==> config.mk <==
export PLATFORM = sky130hd
export DESIGN_NAME = mux_scan_controller
export DESIGN_NICKNAME = d
export VERILOG_FILES = /design/src/rtl/mux_scan_controller.sv
export SDC_FILE = /design/constraint.sdc
export NUM_CORES = 1
export LEC_CHECK = 0
export ABC_AREA = 1
export BUFFER_PORTS_ARGS = -buffer_cell sky130_fd_sc_hd__buf_2
export CAP_MARGIN = 5
export CORE_UTILIZATION = 35
export DETAILED_ROUTE_END_ITERATION = 10
export PLACE_DENSITY = 0.56
export SLEW_MARGIN = 25
export SYNTH_ARGS = -nofsm -noshare
export SYNTH_HDL_FRONTEND = slang
export SYNTH_SLANG_ARGS = --single-unit
==> constraint.sdc <==
create_clock -name clk -period 3.5 [get_ports clk]
set_input_delay 0.175 -clock clk [delete_from_list [all_inputs] [get_ports clk]]
set_output_delay 0.175 -clock clk [all_outputs]
set_load 0.1 [all_outputs]
==> src/rtl/mux_scan_controller.sv <==
// Round-robin scanner for a 4:1 multiplexer: walks the enabled channels in
// ascending order, dwells on each select, and captures the mux output per channel.
module mux_scan_controller #(
  parameter int unsigned DWELL = 4
) (
  input  logic       clk,
  input  logic       rst_n,
  input  logic       start,
  input  logic [3:0] en_mask,
  input  logic       y_in,
  output logic       s1,
  output logic       s0,
  output logic       busy,
  output logic       done,
  output logic [3:0] sample
);

  typedef enum logic [1:0] {
    IDLE = 2'd0,
    SCAN = 2'd1,
    DONE = 2'd2
  } state_t;

  localparam logic [7:0] DWELL_M1 = 8'(DWELL - 1);

  state_t     state_r, state_s;
  logic [3:0] mask_r, mask_s;
  logic [3:0] sample_r, sample_s;
  logic [7:0] cnt_r, cnt_s;
  logic [1:0] sel_r, sel_s;
  logic       busy_r, done_r;
  logic [2:0] first_chan_s, next_chan_s;

  // Lowest enabled channel at or above 'from'; bit 2 set means none remains.
  function automatic logic [2:0] find_chan(input logic [3:0] mask, input logic [2:0] from);
    logic [2:0] res;
    res = 3'b100;
    for (int i = 3; i >= 0; i--) begin
      res = (mask[i] && (3'(i) >= from)) ? {1'b0, 2'(i)} : res;
    end
    return res;
  endfunction

  assign first_chan_s = find_chan(en_mask, 3'd0);
  assign next_chan_s  = find_chan(mask_r, {1'b0, sel_r} + 3'd1);

  // Next-state and datapath update for the scan sequence.
  always_comb begin
    state_s  = state_r;
    mask_s   = mask_r;
    sample_s = sample_r;
    cnt_s    = cnt_r;
    sel_s    = sel_r;
    case (state_r)
      IDLE: begin
        sel_s = 2'b00;
        if (start) begin
          sample_s = 4'b0000;
          if (en_mask != 4'b0000) begin
            mask_s  = en_mask;
            sel_s   = first_chan_s[1:0];
            cnt_s   = DWELL_M1;
            state_s = SCAN;
          end else begin
            state_s = DONE;
          end
        end else begin
          state_s = IDLE;
        end
      end
      SCAN: begin
        if (cnt_r != 8'd0) begin
          cnt_s = cnt_r - 8'd1;
        end else begin
          // Capture and advance on the same edge so the mux settles for DWELL full cycles.
          sample_s[sel_r] = y_in;
          if (!next_chan_s[2]) begin
            sel_s = next_chan_s[1:0];
            cnt_s = DWELL_M1;
          end else begin
            sel_s   = 2'b00;
            state_s = DONE;
          end
        end
      end
      DONE: begin
        sel_s   = 2'b00;
        state_s = IDLE;
      end
      default: begin
        sel_s   = 2'b00;
        state_s = IDLE;
      end
    endcase
  end

  // State, datapath and registered status outputs.
  always_ff @(posedge clk or negedge rst_n) begin
    if (!rst_n) begin
      state_r  <= IDLE;
      mask_r   <= 4'b0000;
      sample_r <= 4'b0000;
      cnt_r    <= 8'd0;
      sel_r    <= 2'b00;
      busy_r   <= 1'b0;
      done_r   <= 1'b0;
    end else begin
      state_r  <= state_s;
      mask_r   <= mask_s;
      sample_r <= sample_s;
      cnt_r    <= cnt_s;
      sel_r    <= sel_s;
      busy_r   <= (state_s == SCAN);
      done_r   <= (state_s == DONE);
    end
  end

  assign s1     = sel_r[1];
  assign s0     = sel_r[0];
  assign busy   = busy_r;
  assign done   = done_r;
  assign sample = sample_r;

endmodule

== Yosys cells after proc, flatten, opt, wreduce, memory -nomap -nowiden ==
Index checks and enable logic that the tools add are counted.

* Register bits: 22
* Bits of input ports: 8
* Output and inout bits: 8

* $add $sub $neg: 2
* Magnitude comparators: 6
* Equal/unequal tests: 7
* Muxes and demuxes: 29
* Reductions and logical operators: 12

{| class="wikitable"
|+ Operator list
! operator !! count
|-
| 8-bit 2-to-1 mux || 4
|-
| 2-bit 2-to-1 mux || 12
|-
| 8-bit case mux with 2 select lines || 1
|-
| 3-bit 2-to-1 mux || 4
|-
| 4-bit 2-to-1 mux || 2
|-
| 2-bit case mux with 2 select lines || 2
|-
| 4-bit case mux with 2 select lines || 1
|-
| 8-bit nonzero test || 1
|-
| 8-bit by 1-bit subtractor with 8-bit output (second input constant) || 1
|-
| 1-bit by 3-bit >= comparator with 1-bit output (first input constant) || 2
|-
| 2-bit by 3-bit >= comparator with 1-bit output (first input constant) || 2
|-
| 2-bit inequality test (second input constant) || 3
|-
| 3-bit AND reduction || 2
|-
| 1-bit logical AND || 5
|-
| 4-bit bitwise mux || 1
|-
| 2-bit by 1-bit == test with 1-bit output (second input constant) || 2
|-
| 4-bit AND reduction || 1
|-
| 4-bit nonzero test || 1
|-
| 2-bit by 1-bit adder with 3-bit output (second input constant) || 1
|-
| 2-bit by 3-bit less-than comparator with 1-bit output (second input constant) || 1
|-
| 3-bit inequality test (second input constant) || 1
|-
| 1-bit demux with 2-bit select || 1
|-
| 2-bit == test (second input constant) || 1
|-
| 2-bit by 1-bit >= comparator with 1-bit output (second input constant) || 1
|-
| other kinds (3) || 3
|}

== Longest topological paths before layout ==
* Depth after elaboration: 11
* Gate-level depth with buffers: 10
* Depth with buffers taken out: 9

== Worst setup path before layout ==
No wires, ideal clock.

* Path type: register -> register
* Start: reg sel_r[1]
* End: reg cnt_r[2]
* Setup time: 0.064 ns
* Arrival: 1.785 ns
* Path slack: 1.651 ns
* Cell stages (with the launch flop): 7
* Buffers on the path: 0
* Cell sequence: dfrtp_1 -> nor2_1 -> a21oi_4 -> nand3_4 -> nand2_8 -> nand2_2 -> nand2_2

* Longest elaborated chain between the ends: 9
* Elaborated cells between the ends (all ways): 15

{| class="wikitable"
|+ RTL lines
! what !! RTL line !! RTL
|-
| start: declaration || 30 || <nowiki>logic [1:0] sel_r, sel_s;</nowiki>
|-
| start signal: assignment || 112 || <nowiki>sel_r <= sel_s;</nowiki>
|-
| 2-bit by 1-bit adder with 3-bit output (*) || 45 || <nowiki>assign next_chan_s = find_chan(mask_r, {1'b0, sel_r} + 3'd1);</nowiki>
|-
| 2-bit by 3-bit >= comparator with 1-bit output || 39 || <nowiki>res = (mask[i] && (3'(i) >= from)) ? {1'b0, 2'(i)} : res;</nowiki>
|-
| 1-bit logical AND || 39 ||
|-
| 3-bit 2-to-1 mux (3 in series) || 39 ||
|-
| 3-bit 2-to-1 mux (*) || 39 ||
|-
| 3-bit inequality test (no line) (*) || - ||
|-
| 4-bit AND reduction (no line) (*) || - ||
|-
| end signal: assignment || 111 || <nowiki>cnt_r <= cnt_s;</nowiki>
|-
| end: declaration || 29 || <nowiki>logic [7:0] cnt_r, cnt_s;</nowiki>
|}

Every way passes the cells marked *; elsewhere a longest branch is shown, timed or not.
A chain may end at the register's enable or synchronous reset.

== Worst setup path in the final report ==
* Start: reg cnt_r[0]
* End: reg sample_r[3] (netlist: sample[3])

* Longest elaborated chain between the ends: 3

{| class="wikitable"
|+ RTL lines
! what !! RTL line !! RTL
|-
| 8-bit nonzero test || 72 || <nowiki>if (cnt_r != 8'd0) begin</nowiki>
|-
| 2-bit inequality test (no line) || - ||
|-
| 3-bit AND reduction (no line) || - ||
|-
| end signal: assignment || 110 || <nowiki>sample_r <= sample_s;</nowiki>
|-
| end: declaration || 28 || <nowiki>logic [3:0] sample_r, sample_s;</nowiki>
|}

No other way between the ends.

==> impl_metrics.yaml <==
timing:
  fin_skew_ns: 0.00294
  grt_setup_unrepaired: "no"
  setup_viol: 0
  min_period_over_period_pct: 43.3
  slew_headroom_pct: 67.8
  finalCriticalPeriod_ns: 1.51
  worst_slew_pin_slew_ns: 0.486
  max_freq_mhz: 661
  hold_violations: 0
  fin_tns_setup_ns: 0
  slew_violations: 0
detailed_routing:
  drt_iter0_markers: 40
  route.detailed.drc: 0
  drtPass1Iterations: 4
  drt_wl_total_um: 2450
  detail_route.wl_per_cell_um: 10.6
  vias: 1095
  ant_nets: 0
  viasPerCell: 4.74
hold_path:
  hp-class: "in2reg"
clocking:
  clockBufferDepth: 2
  numCtsBuffers: 3
  cts_hold_buf: 1
  cts_setup_buffers: 0
  ctsResizeCount: 0
  root_buffer: "clkbuf_8"
  clock_latency_ns: 0.26
  cts_tree: "built"
  clkTransAtPathRegs_ns: 0.08
  htreeDepth: 1
  clock-sinks: 21
synthesis:
  synthCells: 167
  synth_warnings: 0
  syn_nets: 177
  synth_seq_cells: 21
  synth_cell_type_count: 24
  syn-cell-area_um2: 1290
  syn_avg_cell_area_um2: 7.75
  ys_seq_area_share_pct: 40.6
power:
  p_sw_mw: 0.699
  pwr-share-seq_pct: 33.6
  p_per_area_nw_per_um2: 895
  leakage_nw: 0.767
  ir_drop_v: 0.000266
  p_sw_share_pct: 53.2
  p_int_mw: 0.614
  power_frac_comb_pct: 54.0
  clkPwrFrac_pct: 12.4
setup_path:
  critPathKind: "reg2reg"
  crit_path_max_incr_delay_ns: 0.42
  endpoint_kind: "flip-flop"
  crit_chain: "inv_1, ha_1, inv_1, nor3_2, nand2_4, nand2_4, nand3_1, nand2_1, nand2_1"
  critPathMaxFanout: 12
  cp.required_ns: 3.65
  startpoint_type: "flip-flop"
  cp.arrival_ns: 1.67
  crit_slowest_cell: "dfrtp_1"
layout:
  layout_commonest_cell: "nand2_1"
  final_core_util_pct: 42.6
  area.growth.synth_to_final_pct: 13.2
  num-nets-final: 196
  antenna_cells: 0
  num-fill-cells: 351
  drive_above_1_share_pct: 26.5
  mostFrequentLayoutCells: "49 x nand2_1, 21 x dfrtp_1, 16 x inv_1, 16 x nand3_1, 15 x buf_2"
flow_run:
  maxCapViolations: 0
global_routing:
  overflow: 0
  grt_pass1_vias: 1045
  antenna_found_initial: 0
  grt_pass1_wl_um: 4460
  grt_util_all_layers_pct: 13.9
  grt_max_degree: 22
floorplan:
  num_io_pins: 16
  rows: 21
  dieArea_um2: 3950
  die-width_um: 62.8
  core_area_um2: 3440
  initial_core_util_pct: 37.6
  die_h_um: 62.8
placed_design:
  hpwl_um: 1850
  port-buffer-count: 15
  place_congestion: 0.818
run_status:
  status: "completed"
==> power groups by stage <==
stage               combinational, mW  clock (mW)  sequential (mW)
floorplan                       0.408           0            0.628
global placement                0.703           0            0.442
detailed placement              0.710           0            0.445
CTS                             0.714       0.168            0.441
global route                    0.783       0.180            0.459
finish                          0.709       0.162            0.441
==> synthesized netlist by cell type <==
cell type	number	share of area [%]
a21oi_4	1	1.3
buf_2	1	0.39
buf_6	1	0.87
clkinv_1	1	0.29
dfrtp_1	21	41
ha_1	2	1.9
inv_1	16	4.6
inv_2	6	1.7
nand2_1	49	14
nand2_2	12	5.8
nand2_4	3	2.6
nand2_8	1	1.5
nand3_1	16	6.2
nand3_4	1	1.4
nand3b_1	1	0.58
nand4_1	10	4.8
nor2_1	8	2.3
nor2_2	2	0.97
nor2_4	1	0.87
nor3_2	2	1.5
o21ai_0	6	2.3
o21ai_1	3	1.2
o21ai_2	2	1.4
xor2_1	1	0.68
==> per-stage QoR <==
stage / hold slack [ns] / std cells / instance area, µm² / setup WS [ns] / power, mW
floorplan: -0.121 / 167 / 1290 / 1.65 / 1.04
global placement: 0.161 / 226 / 1410 / 2.06 / 1.15
detailed placement: 0.168 / 226 / 1410 / 2.01 / 1.15
CTS: 0.153 / 231 / 1470 / 1.99 / 1.32
global route: 0.177 / 231 / 1470 / 1.80 / 1.42
finish: 0.150 / 231 / 1470 / 1.99 / 1.31
==> cell type report <==
| class | instances | area [µm²] | area share, % |
|---|---|---|---|
| multi-input cells | 121 | 667 | 45.5 |
| inverters | 23 | 86.3 | 5.89 |
| repair buffers | 16 | 85.1 | 5.80 |
| well taps | 46 | 57.6 | 3.92 |
| flip-flops and latches | 21 | 526 | 35.8 |
| clock buffers | 4 | 45.0 | 3.07 |
==> critical path, delay by kind of cell, from the launching register on <==
kind,cells,cell delay (ns)
AND/OR/NAND/NOR,6,0.65
flip-flops,1,0.42
adder cells (fa/ha/maj),1,0.17
buffers and inverters,2,0.16
==> per-layer routing <==
layer | share of wire (%) | routed length (µm) | track usage (%)
met1 | 51 | 1240 | 18.8
met2 | 46 | 1120 | 22.7
met3 | 3.0 | 74 | 2.37
met4 | 0.49 | 12 | 3.78
met5 | 0 | 0 | 0
==> registers in the layout (all words and copies together), names as in the netlist <==
| name | flops |
|---|---|
| cnt_r | 8 |
| busy | 1 |
| state_r | 2 |
| done | 1 |
| sel_r | 2 |
| sample | 4 |
| mask_r | 3 |
==> kinds of logic after synthesis <==
| kind of cell | synth area share (%) |
|---|---|
| compound gates | 6.09 |
| flops | 40.6 |
| buf+inv | 7.92 |
| xor+xnor | 0.676 |
| fa+ha+maj | 1.93 |
| simple gates | 42.8 |
==> path summary, 6_finish.rpt <==
| check | endpoint | startpoint | slack, ns | cells after the start |
|---|---|---|---|---|
| max in group asynchronous | cnt_r[0] | rst_n | 2.78 | 2 |
| min in group asynchronous | cnt_r[7] | rst_n | 0.40 | 2 |
| worst max-delay path | sample[3] | cnt_r[0] | 1.99 | 9 |
| worst min register to register | sample[3] | sample[3] | 0.47 | 2 |
| worst max register to register | sample[3] | cnt_r[0] | 1.99 | 9 |
| worst min-delay path | mask_r[2] | en_mask[2] | 0.15 | 3 |
(Power assumes the default switching activity.)
